$ cat config.mk
export PLATFORM = sky130hd
export DESIGN_NAME = fifo_stream_buffer_flat
export DESIGN_NICKNAME = d
export VERILOG_FILES = /design/src/rtl/fifo_stream_buffer_if.sv /design/src/rtl/fifo_stream_buffer.sv /design/src/flat_wrapper.sv
export SDC_FILE = /design/constraint.sdc
export NUM_CORES = 1
export LEC_CHECK = 0
export BUFFER_PORTS_ARGS = -buffer_cell sky130_fd_sc_hd__buf_2
export CORE_ASPECT_RATIO = 0.6
export CORE_MARGIN = 10
export CORE_UTILIZATION = 55
export CTS_BUF_LIST = sky130_fd_sc_hd__clkbuf_8
export CTS_CLUSTER_DIAMETER = 40
export DETAILED_ROUTE_END_ITERATION = 8
export PLACE_DENSITY = 0.84
export SETUP_SLACK_MARGIN = 0.5
export SYNTH_ARGS = -nofsm -noshare
export SYNTH_HDL_FRONTEND = slang
export SYNTH_SLANG_ARGS = --single-unit
$ cat constraint.sdc
create_clock -name clk -period 2.8 [get_ports clk]
set_input_delay 0.56 -clock clk [delete_from_list [all_inputs] [get_ports clk]]
set_output_delay 0.56 -clock clk [all_outputs]
set_load 0.1 [all_outputs]
$ cat src/rtl/fifo_stream_buffer_if.sv
// fifo_stream_buffer_if: valid/ready stream bundle for the FIFO's write and read ports
interface fifo_stream_buffer_if #(
    parameter int DATA_WIDTH = 16
);
    logic                  in_valid;
    logic [DATA_WIDTH-1:0] in_data;
    logic                  in_ready;
    logic                  out_valid;
    logic [DATA_WIDTH-1:0] out_data;
    logic                  out_ready;
    modport master (
        output in_valid, in_data, out_ready,
        input  in_ready, out_valid, out_data
    );
    modport slave (
        input  in_valid, in_data, out_ready,
        output in_ready, out_valid, out_data
    );
endinterface

$ cat src/rtl/fifo_stream_buffer.sv
// fifo_stream_buffer: synchronous FWFT FIFO with valid/ready ports, registered status flags and flush
module fifo_stream_buffer #(
    parameter int DATA_WIDTH = 16,
    parameter int DEPTH      = 8,
    parameter int AF_LEVEL   = DEPTH - 2,
    parameter int AE_LEVEL   = 2,
    localparam int CW = $clog2(DEPTH + 1),
    localparam int PW = $clog2(DEPTH)
) (
    input  logic                  clk,
    input  logic                  rst,
    input  logic                  flush,
    fifo_stream_buffer_if.slave   s,
    output logic [CW-1:0]         count,
    output logic                  full,
    output logic                  empty,
    output logic                  almost_full,
    output logic                  almost_empty
);
    logic [DATA_WIDTH-1:0] mem [DEPTH];
    logic [PW-1:0]         wr_ptr, rd_ptr;
    logic [CW-1:0]         count_nxt;
    logic                  push, pop, clr;
    assign s.in_ready  = !full;
    assign s.out_valid = !empty;
    assign s.out_data  = mem[rd_ptr];
    assign push = s.in_valid && s.in_ready;
    assign pop  = s.out_valid && s.out_ready;
    assign clr  = rst || flush;
    // next occupancy; flags below are derived from it so they line up with count
    always_comb count_nxt = clr ? '0 : count + CW'(push) - CW'(pop);
    // storage write, suppressed when the cycle's word is being discarded
    always_ff @(posedge clk) if (push && !clr) mem[wr_ptr] <= s.in_data;
    // pointers, occupancy and registered status flags
    always_ff @(posedge clk) begin
        wr_ptr       <= clr ? '0 : !push ? wr_ptr : wr_ptr == PW'(DEPTH - 1) ? '0 : wr_ptr + 1'b1;
        rd_ptr       <= clr ? '0 : !pop ? rd_ptr : rd_ptr == PW'(DEPTH - 1) ? '0 : rd_ptr + 1'b1;
        count        <= count_nxt;
        full         <= count_nxt == CW'(DEPTH);
        empty        <= count_nxt == '0;
        almost_full  <= count_nxt >= CW'(AF_LEVEL);
        almost_empty <= count_nxt <= CW'(AE_LEVEL);
    end
endmodule

$ cat src/flat_wrapper.sv
// flat-port wrapper written by rule: the top's interface ports become plain ports
module fifo_stream_buffer_flat 
#(
    parameter int DATA_WIDTH = 16,
    parameter int DEPTH      = 8,
    parameter int AF_LEVEL   = DEPTH - 2,
    parameter int AE_LEVEL   = 2,
    localparam int CW = $clog2(DEPTH + 1),
    localparam int PW = $clog2(DEPTH)
)
  (clk, rst, flush, count, full, empty, almost_full, almost_empty, s_in_valid, s_in_data, s_out_ready, s_in_ready, s_out_valid, s_out_data);
  fifo_stream_buffer_if #(.DATA_WIDTH(DATA_WIDTH)) s_i ();
  input  logic clk;
  input  logic rst;
  input  logic flush;
  output logic [CW-1:0] count;
  output logic full;
  output logic empty;
  output logic almost_full;
  output logic almost_empty;
  input wire logic [$bits(s_i.in_valid)-1:0] s_in_valid;
  input wire logic [$bits(s_i.in_data)-1:0] s_in_data;
  input wire logic [$bits(s_i.out_ready)-1:0] s_out_ready;
  output wire logic [$bits(s_i.in_ready)-1:0] s_in_ready;
  output wire logic [$bits(s_i.out_valid)-1:0] s_out_valid;
  output wire logic [$bits(s_i.out_data)-1:0] s_out_data;
  assign s_i.in_valid = s_in_valid;
  assign s_i.in_data = s_in_data;
  assign s_i.out_ready = s_out_ready;
  assign s_in_ready = s_i.in_ready;
  assign s_out_valid = s_i.out_valid;
  assign s_out_data = s_i.out_data;
  fifo_stream_buffer #(.DATA_WIDTH(DATA_WIDTH), .DEPTH(DEPTH), .AF_LEVEL(AF_LEVEL), .AE_LEVEL(AE_LEVEL)) u_core (.clk(clk), .rst(rst), .flush(flush), .s(s_i), .count(count), .full(full), .empty(empty), .almost_full(almost_full), .almost_empty(almost_empty));
endmodule
Yosys cells after proc, flatten, opt, wreduce, memory -nomap -nowiden
Memories as Yosys holds them, arrays and structs flattened. A register that Yosys moved wholly into a read port is not among the register bits.
Index checks and enable logic that the tools add are counted.
{ "totals": {"mem_bits_rw": 128, "word_cells": 32, "regBits": 14, "n_memories": 1} }
{ "classes": {"n_mux": 7, "n_lt_le_gt_ge": 2, "n_eq_ne": 3, "n_addsub": 4, "reduce_logical": 8} }
{ "memory_table": {"columns": ["name", "depth", "width", "read_ports", "rd_ports_with_merged_regs", "write_ports", "line", "source"], "rows": [
  ["u_core.mem", 8, 16, 1, 1, 1, "fifo_stream_buffer.sv:20", "logic [DATA_WIDTH-1:0] mem [DEPTH];"]
]} }
{ "op_table": {"columns": ["cell", "n"], "rows": [
  ["3-bit two-way mux", 4],
  ["3-bit by 1-bit adder with 3-bit output, second input constant", 2],
  ["3-bit equality test, second input constant", 2],
  ["4-bit by 1-bit adder with 4-bit output", 1],
  ["4-bit equality test, second input constant", 1],
  ["4-bit by 3-bit >= comparator with 1-bit output, second input constant", 1],
  ["4-bit by 2-bit less-or-equal comparator with 1-bit output, second input constant", 1],
  ["4-bit logical NOT", 1],
  ["4-bit two-way mux", 1],
  ["4-bit by 1-bit subtractor with 4-bit output", 1],
  ["1-bit logical AND", 3],
  ["1-bit logical NOT", 3],
  ["1-bit two-way mux", 2],
  ["1-bit logical OR", 1]
]} }

Longest topological paths before layout
Gate-level depths: netlist of the first run.
{ "depth": {"depth_word": 6, "depth_mapped": 8, "mapped_depth_nobuf": 8} }

Worst setup path after synthesis of the first run
OpenSTA, ideal clock, no wires.
{ "synth_timing": {"path_type": "reg-to-reg", "from": "register u_core.full", "to": "memory u_core.mem[0][0] (enable)", "slack_ps": -177, "n_path_buf": 0, "period_less_slack_ps": 2977, "arrival_time_ps": 2568, "stages_incl_launch_ff": 4, "path_cell_list": "dfxtp_1 -> nand2b_1 -> or3_1 -> nor3_1"} }
{ "synth_between": {"elab_chain_cells": 5} }
{ "synth_rtl": {"columns": ["item", "line", "source"], "rows": [
  ["start, declared", "fifo_stream_buffer.sv:15", "output logic full,"],
  ["start signal, assigned", "fifo_stream_buffer.sv:39", "full <= count_nxt == CW'(DEPTH);"],
  ["1-bit logical NOT", "fifo_stream_buffer.sv:24", "assign s.in_ready = !full;"],
  ["1-bit logical AND", "fifo_stream_buffer.sv:27", "assign push = s.in_valid && s.in_ready;"],
  ["1-bit logical AND", "fifo_stream_buffer.sv:33", "always_ff @(posedge clk) if (push && !clr) mem[wr_ptr] <= s.in_data;"],
  ["1-bit two-way mux", "fifo_stream_buffer.sv:33", null],
  ["1-bit two-way mux (implied by the code)", "fifo_stream_buffer.sv:33", null],
  ["end, declared", "fifo_stream_buffer.sv:20", null]
]} }
No other way between the ends.

==> load_flow_metrics.sql, run 1 <==
INSERT INTO impl_metrics (metric_group, metric, value, unit) VALUES
('min_path', 'hold_start', 's_in_data[9]', ''),
('worst_setup_path', 'worstPathArrival', '2.08', 'ns'),
('sta', 'clock_skew', '0.00939', 'ns'),
('die', 'dieArea', '15000', 'um^2'),
('cts', 'cts-hold-fix-buffers', '0', ''),
('outcome', 'run_status', 'complete, no violations', ''),
('layout', 'layout.cells.most_common_list', '128 x edfxtp_1, 30 x buf_2, 17 x mux4_1, 17 x clkbuf_8, 15 x mux4_2', ''),
('layout', 'nets', '374', ''),
('cts', 'cts-htree-levels', '4', ''),
('sta', 'fin_tns_setup', '0', 'ns'),
('worst_setup_path', 'largest_stage_delay_on_the_critical_path', '0.55', 'ns'),
('worst_setup_path', 'crit-reg2reg-launch', 'u_core.full$_DFF_P_', ''),
('synth', 'synthSimpleGateAreaFrac', '3.52', '%'),
('layout', 'post_route_cells_drive_above_1_share', '34.2', '%'),
('synth', 'synth_ff_type', 'edfxtp_1', ''),
('worst_setup_path', 'cp_data_required_time', '2.24', 'ns'),
('worst_setup_path', 'cp_slowest_cell', 'mux4_1', ''),
('place', 'place_congestion', '0.761', ''),
('sta', 'worst_pin_slew', '0.499', 'ns'),
('grt', 'grt_pass1_vias', '2909', ''),
('worst_setup_path', 'worstRegToRegCells', '7', ''),
('worst_setup_path', 'list_of_cells_traversed_by_the_critical_path', 'clkbuf_16 -> mux4_1 -> mux2_4 -> buf_12', ''),
('drt', 'postRouteWirelength', '11.2', 'mm'),
('synth', 'combinational_family_with_the_most_area_after_synthesis', 'multiplexers', ''),
('die', 'core.rowCount', '28', ''),
('drt', 'viasPerCell', '5.74', ''),
('cts', 'tritoncts', 'built', ''),
('die', 'io_pins', '47', ''),
('cts', 'worst_setup_hold_path_clk_slew', '0.07', 'ns'),
('sta', 'final_period_minus_worst_setup_slack', '2.64', 'ns'),
('synth', 'synth_area_in_adders', '1.89', '%'),
('worst_setup_path', 'ff2ff_setup_slack', '0.71', 'ns'),
('layout', 'final.fill_count', '655', ''),
('grt', 'grt_pass1_wl', '16.9', 'mm'),
('drt', 'drt_first_pass_iters', '4', ''),
('worst_setup_path', 'r2r-end', 'u_core.empty$_DFF_P_', ''),
('layout', 'postLayoutCoreUtil', '67.4', '%'),
('power', 'vdd_drop_max', '0.000572', 'V'),
('run', 'drv.max_cap_violation_count', '0', ''),
('grt', 'grt_overflow_total', '0', ''),
('sta', 'finalSetupViolCount', '0', ''),
('sta', 'grt_setup_unrepaired', 'true', ''),
('synth', 'ffs_w_async_s_r_synth', '0', '%'),
('layout', 'layout_commonest_cell', 'edfxtp_1', ''),
('power', 'power_density', '627', 'nW/um^2'),
('synth', 'synth_nets', '304', ''),
('min_path', 'min_path_type', 'in -> reg', ''),
('cts', 'cts-root-buf', 'clkbuf_8', ''),
('drt', 'detailroute.via_count', '2824', ''),
('worst_setup_path', 'critPathLaunchType', 'register', ''),
('sta', 'finalHoldWorstSlack', '0.401', 'ns'),
('sta', 'fmax', '379', 'MHz'),
('synth', 'distinct_cell_type_count_of_the_synthesized_netlist', '27', ''),
('synth', 'synthMuxAreaShare', '17.7', '%'),
('die', 'die_width', '151', 'um'),
('min_path', 'timing.hold.worst_endpoint', 'u_core.mem[1][9]$_DFFE_PP_', ''),
('drt', 'first_iter_violations', '272', ''),
('synth', 'postSynthAreaPerCell', '20.7', 'um^2'),
('die', 'core_region_area', '9980', 'um^2'),
('layout', 'diodes', '0', ''),
('grt', 'grt_max_degree', '33', ''),
('synth', 'synth_seq_cells', '145', ''),
('worst_setup_path', 'worstSetupPathType', 'reg -> out', ''),
('synth', 'synth_edf_count', '128', ''),
('die', 'fp.dieH', '98.8', 'um'),
('die', 'initial_utilization', '57.0', '%'),
('drt', 'post_drt_wl_per_cell', '22.7', 'um'),
('layout', 'layout-area-overhead-vs-synth', '18.1', '%'),
('synth', 'netlist_area', '5690', 'um^2'),
('sta', 'finalHoldViolations', '0', ''),
('synth', 'synth_compound_area_share', '1.36', '%');
how the worst max path moves through the flow:
stage | from | end
2_1_floorplan | flush | u_core.mem[2][0]$_DFFE_PP_
6_report | register | s_out_data[4]
5_1_grt | register | s_out_data[6]
3_5_place_dp | s_in_valid | u_core.full$_DFF_P_
3_3_place_gp | register | s_out_data[11]
4_1_cts | register | s_out_data[0]
stage by stage:
stage,power (mW),setup WS [ns],instance area [um^2],std cells
2_1_floorplan,2.75,0.417,5710,275
3_3_place_gp,2.84,0.373,6150,458
3_5_place_dp,2.85,0.357,6150,458
4_1_cts,4.22,0.142,6640,491
5_1_grt,4.35,0.116,6730,492
6_report,4.22,0.165,6730,492
synthesized netlist by cell type (5+ instances only):
master | n | area (um^2)
ha_1 | 7 | 87.6
mux2_2 | 16 | 180
dfxtp_1 | 17 | 340
inv_1 | 5 | 18.8
mux4_1 | 28 | 736
nand2_1 | 9 | 33.8
edfxtp_1 | 128 | 3840
nor3_1 | 5 | 25.0
a21oi_1 | 11 | 55.1
nand2b_1 | 5 | 31.3
nor2_1 | 12 | 45.0
metal layers:
layer | up-vias | GRT usage, % | share of wire [%]
met1 | 1442 | 20.0 | 41
met4 | 0 | 3.32 | 0.74
met5 | - | 0 | 0
met2 | 118 | 24.5 | 49
met3 | 8 | 5.25 | 8.8
li1 | 1256 | - | -
registers in the layout (all words and copies together) (netlist names), named ones only:
name and flops:
u_core.almost_empty 1, u_core.almost_full 1, u_core.count 4, u_core.empty 1, u_core.full 1, u_core.mem 128, u_core.rd_ptr 3, u_core.wr_ptr 3
cell type report:
type                       instances  share of cell area (%)
clock buffer                      17                    3.48
timing repair buffer              62                    8.95
clock inverter                    14                    1.28
inverter                           5                   0.279
tap                              135                    2.51
multi-input combinational        114                    21.2
sequential                       145                    62.3
worst max-delay path, delay by kind of cell (launching register included):
kind / cells / cell delay [ns]
DFF: 1 / 0.45
muxes: 2 / 0.85
buffers and inverters: 2 / 0.35
what timing repair did:
action,CTS,global route
buffers inserted,1,0
gates cloned,1,1
pin swaps,0,0
setup endpoints to repair,16,17
resized for setup,50,27
endpoints found under the hold margin,0,0
cells by family (layout without fill, tap and decap cells):
group,Yosys count,in the layout
muxes,48,48
buffers and inverters,16,98
DFF,145,145
and+or+nand+nor,41,41
xor gates and xnor gates,3,3
adders and majority gates,8,8
AOI/OAI and AO/OA,14,14
report_power, final:
group,switching (mW),internal [mW],total [mW]
registers,0.0152,2.38,2.39
clock network,0.708,0.662,1.37
logic,0.325,0.135,0.460
(Power assumes the default switching activity.)
==> inputs of run 2 (changes only) <==
Settings changed: BUFFER_PORTS_ARGS -buffer_cell sky130_fd_sc_hd__buf_2 to unset, DONT_BUFFER_PORTS set to 1, PLACE_DENSITY 0.84 to 0.8, TNS_END_PERCENT set to 20.
==> run 2 against run 1 <==
  * Global-route usage is 0.77 points higher
  * Count of clock-buffer cells in the layout unchanged
  * Combinational power down 19%
  * Sequential cell count stayed put
  * Critical path depth stayed put
  * Clock skew shrank 0.0019 ns
  * Critical path type unchanged
==> load_flow_metrics.sql, run 2 (synthesis gave the netlist of run 1 again) <==
INSERT INTO impl_metrics (metric_group, metric, value, unit) VALUES
('power', 'power_density', '676', 'nW/um^2'),
('worst_setup_path', 'r2r-end', 'u_core.full$_DFF_P_', ''),
('drt', 'drc_errors', '0', ''),
('grt', 'grt_pass1_vias', '2832', ''),
('die', 'core.rowCount', '28', ''),
('layout', 'fin_area', '6550', 'um^2'),
('sta', 'clock_skew', '0.00748', 'ns'),
('worst_setup_path', 'ff2ff_setup_slack', '0.70', 'ns'),
('cts', 'cts.sinks', '145', ''),
('power', 'switching_share', '24.1', '%'),
('place', 'dp_slack', '0.471', 'ns'),
('sta', 'layout_setup_ws', '0.222', 'ns'),
('drt', 'antenna_violating_nets_post_route', '0', ''),
('sta', 'finalSetupViolCount', '0', ''),
('cts', 'clk-insertion-delay-late', '0.44', 'ns'),
('grt', 'grt_pass1_wl', '17.4', 'mm'),
('worst_setup_path', 'worstRegToRegCells', '7', ''),
('worst_setup_path', 'cp_data_required_time', '2.24', 'ns'),
('layout', 'layout_commonest_cell', 'edfxtp_1', ''),
('drt', 'postRouteWirelength', '11.1', 'mm'),
('sta', 'fin_tns_setup', '0', 'ns'),
('worst_setup_path', 'endpoint_kind', 'output pin', ''),
('layout', 'biggestRegsByFlops', 'u_core.mem (128), u_core.count (4)', ''),
('power', 'report.power.total', '4.42', 'mW'),
('layout', 'largest_register_ff_count', '128', ''),
('cts', 'cts-root-buf', 'clkbuf_8', ''),
('power', 'p_clk_share', '36.9', '%'),
('grt', 'grt_max_degree', '33', ''),
('worst_setup_path', 'crit-reg2reg-launch', 'u_core.full$_DFF_P_', ''),
('power', 'seq_power_share', '54.8', '%'),
('layout', 'layout.cells.most_common_list', '128 x edfxtp_1, 31 x mux4_2, 25 x buf_4', ''),
('place', 'dp.cells', '425', ''),
('layout', 'largest-register', 'u_core.mem', ''),
('layout', 'layout-area-overhead-vs-synth', '15.0', '%'),
('cts', 'tritoncts', 'built', ''),
('layout', 'layoutNonFillerInstCount', '463', ''),
('worst_setup_path', 'worstSetupPathType', 'reg -> out', ''),
('drt', 'detailroute.via_count', '2679', ''),
('worst_setup_path', 'worstPathArrival', '2.02', 'ns'),
('worst_setup_path', 'list_of_cells_traversed_by_the_critical_path', 'buf_12 -> buf_16 -> mux4_2 -> mux2_4', ''),
('worst_setup_path', 'largest_stage_delay_on_the_critical_path', '0.52', 'ns'),
('drt', 'post_drt_wl_per_cell', '24.1', 'um'),
('grt', 'globalRoute.busiestLayer', 'met2', ''),
('cts', 'cts_max_path_buffers', '2', ''),
('place', 'place_congestion', '0.788', ''),
('run', 'drv.max_cap_violation_count', '0', ''),
('grt', 'global_route_met2_utilization', '24.3', '%'),
('layout', 'diodes', '0', ''),
('worst_setup_path', 'cp_slowest_cell', 'mux4_2', ''),
('die', 'fp.dieH', '98.8', 'um'),
('sta', 'final_period_minus_worst_setup_slack', '2.58', 'ns'),
('layout', 'final.fill_count', '668', ''),
('layout', 'postLayoutCoreUtil', '65.6', '%'),
('min_path', 'min_path_type', 'in -> reg', ''),
('die', 'dieArea', '15000', 'um^2'),
('power', 'cellLeakagePower', '2.16', 'nW'),
('power', 'power.share.combinational', '8.4', '%'),
('grt', 'grt_overflow_total', '0', ''),
('worst_setup_path', 'cp.buffers_inverters', '2', ''),
('die', 'initial_utilization', '57.0', '%'),
('worst_setup_path', 'critPathLaunchType', 'register', ''),
('die', 'io_pins', '47', ''),
('place', 'post-dp-hpwl', '6.55', 'mm'),
('min_path', 'hold_depth', '0', ''),
('sta', 'slew_headroom', '36.6', '%'),
('layout', 'nets', '345', ''),
('sta', 'grt_setup_unrepaired', 'true', ''),
('worst_setup_path', 'timing.critical_path.max_delay_family', 'multiplexers', ''),
('sta', 'slew_viol_final', '0', ''),
('power', 'netSwitchingPower', '1.07', 'mW'),
('sta', 'fmax', '388', 'MHz'),
('grt', 'grtUsageMet3', '6.48', '%'),
('layout', 'post_route_cells_drive_above_1_share', '34.8', '%'),
('grt', 'met1_usage', '20.9', '%'),
('sta', 'finalHoldWorstSlack', '0.211', 'ns'),
('drt', 'viasPerCell', '5.79', ''),
('cts', 'worst_setup_hold_path_clk_slew', '0.08', 'ns'),
('sta', 'worst_pin_slew', '0.949', 'ns'),
('cts', 'cts_buffers', '17', ''),
('sta', 'final.period_utilization', '92.1', '%'),
('outcome', 'run_status', 'complete, no violations', ''),
('worst_setup_path', 'critical_path_peak_fanout', '6', ''),
('die', 'core_region_area', '9980', 'um^2'),
('drt', 'first_iter_violations', '261', ''),
('grt', 'grt_antenna_before_repair', '0', ''),
('place', 'count_of_port_buffers_added_during_placement', '0', ''),
('drt', 'drt_first_pass_iters', '4', ''),
('min_path', 'hold_start', 's_in_data[10]', ''),
('power', 'power.internal', '3.36', 'mW'),
('sta', 'finalHoldViolations', '0', ''),
('min_path', 'timing.hold.worst_endpoint', 'u_core.mem[7][10]$_DFFE_PP_', ''),
('cts', 'cts-htree-levels', '4', ''),
('grt', 'grt_use_total', '16.1', '%'),
('die', 'die_width', '151', 'um'),
('power', 'vdd_drop_max', '0.000417', 'V'),
('place', 'placedInstanceArea', '6000', 'um^2');
run 2: cell count changes in the layout (fill, tap and decap cells not counted), sizes merged:
| cell | previous run | this run |
|---|---|---|
| buf | 61 | 33 |
| bufinv | 1 | 3 |
| clkbuf | 18 | 17 |
| clkinv | 7 | 6 |
| clkinvlp | 1 | 4 |
| inv | 10 | 6 |
run 2: cell type report:
type / count / area, um^2 / share of cell area [%]
Sequential cell: 145 / 4190 / 64.0
Inverter: 5 / 18.8 / 0.287
Multi-Input combinational cell: 114 / 1390 / 21.3
Tap cell: 135 / 169 / 2.58
Timing Repair Buffer: 33 / 378 / 5.77
Clock inverter: 14 / 166 / 2.54
Clock buffer: 17 / 234 / 3.57
run 2: what timing repair did:
| item | CTS | global route |
|---|---|---|
| gates resized for setup | 53 | 1 |
| endpoints found under the setup margin | 16 | 16 |
| setup buffers | 3 | 0 |
| hold buffers | 0 | 0 |
| pin swaps | 0 | 0 |
| cloned | 4 | 0 |
run 2: how the worst max path moves through the flow:
| stage | startpoint | endpoint | slack (ns) | depth (start not counted) |
|---|---|---|---|---|
| detailed placement | register | s_out_data[14] | 0.47 | 3 |
| global route | register | s_out_data[2] | 0.16 | 4 |
| floorplan | u_core.full$_DFF_P_ | u_core.mem[2][0]$_DFFE_PP_ | 0.26 | 3 |
| global placement | register | s_out_data[11] | 0.48 | 3 |
| CTS | register | s_out_data[11] | 0.19 | 4 |
| finish | register | s_out_data[5] | 0.22 | 4 |
run 2: layer usage:
layer / vias up / wire length [um]
met5: - / 0
met4: 0 / 106
met3: 12 / 1050
met2: 96 / 5300
met1: 1389 / 4690
li1: 1182 / -
run 2: power groups by stage:
stage	registers [mW]	clock network [mW]	logic (mW)
finish	2.42	1.63	0.371
global route	2.42	1.75	0.389
CTS	2.42	1.66	0.373
detailed placement	2.47	0	0.339
global placement	2.47	0	0.331
floorplan	2.53	0	0.222
